$ cat config.mk
export PLATFORM = sky130hd
export DESIGN_NAME = fsi_tx_arbiter_flat
export DESIGN_NICKNAME = d
export VERILOG_FILES = /design/src/rtl/fsi_pkg.sv /design/src/rtl/fsi_tx_arbiter_if.sv /design/src/rtl/fsi_tx_frame.sv /design/src/rtl/fsi_tx_arbiter.sv /design/src/flat_wrapper.sv
export SDC_FILE = /design/constraint.sdc
export NUM_CORES = 1
export LEC_CHECK = 0
export ABC_AREA = 1
export CAP_MARGIN = 15
export CORE_MARGIN = 10
export CORE_UTILIZATION = 45
export CTS_BUF_LIST = sky130_fd_sc_hd__clkbuf_4 sky130_fd_sc_hd__clkbuf_8
export CTS_CLUSTER_DIAMETER = 80
export DETAILED_ROUTE_END_ITERATION = 8
export HOLD_SLACK_MARGIN = 0.15
export PLACE_DENSITY = 0.88
export SYNTH_ARGS = -nofsm -noshare
export SYNTH_HDL_FRONTEND = slang
export SYNTH_SLANG_ARGS = --single-unit
export TNS_END_PERCENT = 20
$ cat constraint.sdc
create_clock -name clk -period 1.73 [get_ports clk]
set_clock_uncertainty 0.2 [all_clocks]
set_input_delay 0.2595 -clock clk [delete_from_list [all_inputs] [get_ports clk]]
set_output_delay 0.2595 -clock clk [all_outputs]
set_load 0.005 [all_outputs]
$ cat src/rtl/fsi_pkg.sv
// Shared types and constants for the fast-serial transmit path.
// Frame = start bit, DATA_W data bits LSB first, port-select bit.
package fsi_pkg;

    localparam int DATA_W     = 8;
    localparam int FRAME_BITS = 10;

    localparam logic PORT_A = 1'b0;
    localparam logic PORT_B = 1'b1;

    typedef enum logic [1:0] {
        IDLE,
        START,
        DATA,
        DEST
    } fsi_state_e;

endpackage

$ cat src/rtl/fsi_tx_arbiter_if.sv
// Byte-producer handshake bundle for the fast-serial arbiter.
// One valid/data/dest/ready lane per requester.
interface fsi_tx_arbiter_if #(
    parameter int NREQ = 2
);

    logic [NREQ-1:0]   req_valid;
    logic [8*NREQ-1:0] req_data;
    logic [NREQ-1:0]   req_dest;
    logic [NREQ-1:0]   req_ready;

    modport master (
        output req_valid,
        output req_data,
        output req_dest,
        input  req_ready
    );

    modport slave (
        input  req_valid,
        input  req_data,
        input  req_dest,
        output req_ready
    );

endinterface

$ cat src/rtl/fsi_tx_frame.sv
// Serializes one latched byte as a fast-serial frame onto FSDI.
// FSDI is registered one step ahead of the state it belongs to.
module fsi_tx_frame
    import fsi_pkg::*;
(
    input  logic              clk,
    input  logic              rst_n,
    input  logic              start,
    input  logic [DATA_W-1:0] data,
    input  logic              dest,
    input  logic              FSCTS,
    output logic              fsdi,
    output logic              idle,
    output logic              done
);

    localparam logic [2:0] LAST_BIT = 3'(FRAME_BITS - 3);

    fsi_state_e        state_q, state_d;
    logic [2:0]        cnt_q, cnt_d;
    logic [DATA_W-1:0] sh_q, sh_d;
    logic              dest_q, dest_d;
    logic              fsdi_q, fsdi_d;

    always_ff @(posedge clk or negedge rst_n) begin
        if (!rst_n) begin
            state_q <= IDLE;
            cnt_q   <= '0;
            sh_q    <= '0;
            dest_q  <= PORT_A;
            fsdi_q  <= 1'b1;
        end else begin
            state_q <= state_d;
            cnt_q   <= cnt_d;
            sh_q    <= sh_d;
            dest_q  <= dest_d;
            fsdi_q  <= fsdi_d;
        end
    end

    always_comb begin
        state_d = state_q;
        cnt_d   = cnt_q;
        sh_d    = sh_q;
        dest_d  = dest_q;
        fsdi_d  = 1'b1;
        done    = 1'b0;
        unique case (state_q)
            IDLE: begin
                if (start && FSCTS) begin
                    state_d = START;
                    sh_d    = data;
                    dest_d  = dest;
                    fsdi_d  = 1'b0;
                end
            end
            START: begin
                state_d = DATA;
                cnt_d   = '0;
                fsdi_d  = sh_q[0];
                sh_d    = sh_q >> 1;
            end
            DATA: begin
                if (cnt_q == LAST_BIT) begin
                    state_d = DEST;
                    fsdi_d  = dest_q;
                end else begin
                    cnt_d  = cnt_q + 3'd1;
                    fsdi_d = sh_q[0];
                    sh_d   = sh_q >> 1;
                end
            end
            DEST: begin
                state_d = IDLE;
                done    = 1'b1;
            end
            default: state_d = IDLE;
        endcase
    end

    assign fsdi = fsdi_q;
    assign idle = (state_q == IDLE);

endmodule

$ cat src/rtl/fsi_tx_arbiter.sv
// Round-robin sharing of the FT2232H fast-serial transmit link.
// Grants one requester per frame while the link is idle and FSCTS is high.
module fsi_tx_arbiter
    import fsi_pkg::*;
#(
    parameter int NREQ  = 2,
    parameter int CNT_W = 16
) (
    input  logic                 clk,
    input  logic                 rst_n,
    fsi_tx_arbiter_if.slave      req,
    input  logic                 FSCTS,
    output logic                 FSDI,
    output logic                 FSCLK,
    output logic                 busy,
    output logic [2:0]           grant_id,
    output logic [CNT_W-1:0]     frame_cnt
);

    logic              idle;
    logic              done;
    logic              found;
    logic              grant;
    logic [2:0]        sel;
    logic [DATA_W-1:0] data_sel;
    logic              dest_sel;

    // Search begins just after the last winner, wrapping to index 0.
    always_comb begin
        found    = 1'b0;
        sel      = '0;
        data_sel = '0;
        dest_sel = PORT_A;
        for (int j = 1; j <= NREQ; j++) begin
            for (int i = 0; i < NREQ; i++) begin
                if (!found && req.req_valid[i] &&
                    i == (int'(grant_id) + j) % NREQ) begin
                    found = 1'b1;
                    sel   = 3'(i);
                end
            end
        end
        for (int i = 0; i < NREQ; i++) begin
            if (sel == 3'(i)) begin
                data_sel = req.req_data[8*i +: DATA_W];
                dest_sel = req.req_dest[i];
            end
        end
    end

    assign grant = rst_n && idle && FSCTS && found;

    always_comb begin
        req.req_ready = '0;
        for (int i = 0; i < NREQ; i++) begin
            req.req_ready[i] = grant && (sel == 3'(i));
        end
    end

    always_ff @(posedge clk or negedge rst_n) begin
        if (!rst_n) begin
            grant_id  <= 3'(NREQ - 1);
            frame_cnt <= '0;
        end else begin
            if (grant) begin
                grant_id <= sel;
            end
            if (done) begin
                frame_cnt <= frame_cnt + CNT_W'(1);
            end
        end
    end

    fsi_tx_frame u_frame (
        .clk   (clk),
        .rst_n (rst_n),
        .start (grant),
        .data  (data_sel),
        .dest  (dest_sel),
        .FSCTS (FSCTS),
        .fsdi  (FSDI),
        .idle  (idle),
        .done  (done)
    );

    assign busy  = !idle;
    assign FSCLK = clk;

endmodule

$ cat src/flat_wrapper.sv
// flat-port wrapper written by rule: the top's interface ports become plain ports
module fsi_tx_arbiter_flat import fsi_pkg::*;
#(
    parameter int NREQ  = 2,
    parameter int CNT_W = 16
)
  (clk, rst_n, FSCTS, FSDI, FSCLK, busy, grant_id, frame_cnt, req_req_valid, req_req_data, req_req_dest, req_req_ready);
  fsi_tx_arbiter_if #(.NREQ(NREQ)) req_i ();
  input  logic clk;
  input  logic rst_n;
  input  logic FSCTS;
  output logic FSDI;
  output logic FSCLK;
  output logic busy;
  output logic [2:0] grant_id;
  output logic [CNT_W-1:0] frame_cnt;
  input wire logic [$bits(req_i.req_valid)-1:0] req_req_valid;
  input wire logic [$bits(req_i.req_data)-1:0] req_req_data;
  input wire logic [$bits(req_i.req_dest)-1:0] req_req_dest;
  output wire logic [$bits(req_i.req_ready)-1:0] req_req_ready;
  assign req_i.req_valid = req_req_valid;
  assign req_i.req_data = req_req_data;
  assign req_i.req_dest = req_req_dest;
  assign req_req_ready = req_i.req_ready;
  fsi_tx_arbiter #(.NREQ(NREQ), .CNT_W(CNT_W)) u_core (.clk(clk), .rst_n(rst_n), .req(req_i), .FSCTS(FSCTS), .FSDI(FSDI), .FSCLK(FSCLK), .busy(busy), .grant_id(grant_id), .frame_cnt(frame_cnt));
endmodule
Word level (Yosys, flattened, before mapping)
Cells that the tools add are included.

Flip-flop bits (word level): 32. Input bits: 23. Output and inout port bits: 24. Logic and storage cells: 73.

Add/subtract/negate cells: 4. Equal/unequal tests: 10. Muxes and demuxes: 23. Bitwise gates (word level): 2. Reduce and logical (&&, ||, !) cells: 27.

Operator list (count): $logic_not 32->1 (2); $mux 8 (4); $pmux 8 s3 (1); $add 16x1->16 const B (1); $logic_and 1x1->1 (13); $mux 1 (12); $pmux 2 s4 (1); $ne 2x2->1 const B (3); $pmux 3 s2 (1); $reduce_and 2->1 (3); $eq 2x2->1 const A (2); $eq 2x2->1 const B (2); $logic_not 1->1 (4); $mux 2 (2); $add 3x1->3 const B (1); $eq 3x3->1 const B (1); $logic_not 3->1 (1); $mux 3 (1); $pmux 1 s3 (1); $reduce_and 3->1 (1); $reduce_bool 3->1 (1); $add 1x1->1 const B (2); $and 1x1->1 const A (2); $eq 2x1->1 const B (1); other kinds (3) (3).

Logic depth before layout (Yosys ltp)
Word-level depth: 22. Gate-level depth with buffers: 8. Depth with buffers taken out: 8.

Modules after synthesis
A second synthesis with hierarchy kept.

Cell total of the unflattened synthesis: 246. Area, all modules: 1881.8 um^2.

By module, submodules not included: fsi_tx_arbiter (times used 1, cells each 140, area an instance 1059.8 um^2, seq. area each 426.7 um^2); fsi_tx_frame (times used 1, cells each 106, area an instance 822.0 um^2, seq. area each 376.6 um^2).

==> flow_metrics.tcl <==
set metrics [dict create \
    coreArea_um2 3740 \
    setup_ws_ns -0.240 \
    critPathMaxStageDelay_ns 0.39 \
    path_clk_slew_ns 0.06 \
    drt-wirelength-per-cell_um 13.3 \
    die_width_um 83.1 \
    cp-start-kind "register" \
    via_count 1657 \
    peakVddDrop_mv 0.940 \
    yosysTopAreaCell "dfrtp_1" \
    dp_hpwl_um 3230 \
    critPathTopFamily "flip-flops" \
    hold_slack_ns 0.177 \
    drt_pre_antenna_iters 4 \
    synth_area_leaders "dfrtp_1, nand2_1, ha_1" \
    finalCritPeriodShare_pct 114 \
    drtIter0Drc 73 \
    multiInputGateArea_um2 927 \
    synthDistinctLibCells 24 \
    grt_pass1_vias 1662 \
    setup_viol 13 \
    n_fill_cell 312 \
    avgSynthCellArea_um2 7.93 \
    grt_usage_pct 13.3 \
    yosys-top-cells-count "nand2_1, dfrtp_1, inv_1" \
    cp.depth 8 \
    cp_max_fo 2 \
    synth_enable_flop_cells 0 \
    critPathCaptureType "primary output" \
    grt_max_degree 33 \
    pin_count 47 \
    drc 0 \
    path_class "register to primary output" \
    worstReg2RegStart "u_core.u_frame.state_q[0]" \
    cap_violations 0 \
    cpMostUsedCell "inv_2" \
    synth-main-ff-cell "dfrtp_1" \
    ys_seq_elements 32 \
    n_antenna_cell 0 \
    register_area_um2 805 \
    drv_slew 0 \
    async_flop_share_pct 100 \
    min_period_ns 1.97 \
    die_h_um 83.1 \
    port_buffers 44 \
    worstPathArrival_ns 1.51 \
    grt_pass1_wl_um 7670 \
    powerDensity_nw_per_um2 1420 \
    syn_to_final_growth_pct 47.5 \
    die-area_um2 6910 \
    max_freq_mhz 508 \
    ff2ff_path_depth 10 \
    ys_seq_area_share_pct 44.8 \
    rows 22 \
    viasPerCell 4.78 \
    synth_area_um2 1790 \
    worst_skew_pair.late_latency_ns 0.38 \
    r2r_setup_slack_ns -0.11 \
    drive_gt1_share_pct 23.4 \
    antenna_found_initial 0 \
    critical_path_buf_inv_count 4 \
    cpMaxStageDelayCell "dfrtp_1" \
    violations "setup timing" \
    p_leak_nw 1.47 \
    final_antenna_net_count 0 \
    routed_wirelength_um 4600 \
    yosys_warnings 0 \
    place.gp.congestion 0.837 \
    outcome "complete, but fails checks" \
    power.total_w 0.00376 \
    cts_tree "yes" \
    worstHoldPathType "input pin to async pin" \
    r2r_end "u_core.u_frame.sh_q[7]" \
    initial_core_util_pct 47.9 \
    path_cells "inv_2, ha_4, nand3_4, nor2_4, buf_4, nand2_2, inv_2, buf_6" \
    finalNetCount 330 \
    rsz0062_at_grt "yes" \
    synth_top_area_share_pct 41.9 \
    grt-ovfl-total 0 \
    yosysMostFrequentCell "nand2_1" \
    critPathRequiredTime_ns 1.27 \
    netlist_instances 226 \
    hold_violations 0 \
]
layer usage:
layer | GRT usage (%) | vias to the layer above | part of all wire [%]
li1 | - | 831 | -
met1 | 15.2 | 771 | 42
met2 | 21.4 | 45 | 50
met3 | 5.96 | 10 | 5.9
met4 | 4.62 | 0 | 2.0
met5 | 0 | - | 0
metrics by stage:
stage / setup TNS (ns) / setup slack (ns) / util (%) / instances / cell area, um^2
2_1_floorplan: 0 / 0.0897 / - / 227 / 1800
3_3_place_gp: -2.79 / -0.394 / 64.0 / 331 / 2390
3_5_place_dp: -3.10 / -0.446 / 64.0 / 331 / 2390
4_1_cts: -0.466 / -0.289 / 68.6 / 344 / 2570
5_1_grt: -2.62 / -0.329 / 70.7 / 347 / 2650
6_report: -1.41 / -0.240 / 70.7 / 347 / 2650
power by group:
| group | switching, W | total [W] | internal, W |
|---|---|---|---|
| registers | 0.000163 | 0.00116 | 0.000995 |
| clock network | 0.000308 | 0.000826 | 0.000518 |
| logic | 0.000957 | 0.00177 | 0.000815 |
| total | 0.00143 | 0.00376 | 0.00233 |
how the worst max path moves through the flow:
stage	start	endpoint	slack (ns)
floorplan	u_core.u_frame.state_q[0]	u_core.u_frame.sh_q[0]	0.09
detailed placement	rst_n	req_req_ready[0]	-0.45
finish	u_core.u_frame.state_q[0]	req_req_ready[1]	-0.24
global route	u_core.u_frame.state_q[0]	req_req_ready[1]	-0.33
global placement	rst_n	req_req_ready[0]	-0.39
CTS	u_core.u_frame.state_q[1]	req_req_ready[0]	-0.29
cells in the final DEF, fill, tap and decap left out:
cell and n:
buf_2 3, inv_1 26, conb_1 2, inv_2 7
nand2_4 1, nor2_4 5, clkdlybuf4s50_1 22, clkbuf_4 2
nand2_2 5, nor2_1 8, dfstp_2 2, nand4_1 4
nand3_1 14, dfrtp_1 29, inv_4 1, xor2_1 8
ha_1 7, o211ai_1 1, clkbuf_2 1, o21ai_4 1
buf_6 5, nor2_2 3, ha_4 2, xnor2_1 5
nand2_1 76, mux2_2 1, nand3b_1 1, nand3_4 3
o21ai_1 5, clkbuf_8 9, dlygate4sd2_1 16, o21ai_0 4
buf_4 18, dlymetal6s2s_1 1, dfrtp_2 1
sequential cells by signal, indices dropped and copies added (netlist names):
signal / cells
u_core.u_frame.fsdi: 1
u_core.u_frame.dest_q: 1
u_core.u_frame.state_q: 2
u_core.grant_id: 1
u_core.u_frame.cnt_q: 3
u_core.frame_cnt: 16
u_core.u_frame.sh_q: 8
logic make-up after synthesis:
logic type / Yosys count / share of synthesized area, %
simple gates: 120 / 29.7
buf+inv: 39 / 8.79
flops: 32 / 44.8
xor+xnor: 13 / 6.35
compound gates: 11 / 3.21
fa+ha+maj: 9 / 6.28
other cells: 1 / 0.209
mux: 1 / 0.628
timing repair:
item                                    in CTS  in global routing
hold buffers                                 0                  0
endpoints found under the setup margin      31                 21
gates resized for setup                     51                 15
setup buffers                                2                  3
pin swaps                                    3                  9
layout make-up:
type	count	area share [%]
Multi-Input combinational cell	156	35.1
Sequential cell	32	30.4
Timing Repair Buffer	65	21.9
Clock buffer	12	5.44
Inverter	34	4.92
Tap cell	48	2.27
Power figures use the tool's default switching activity.
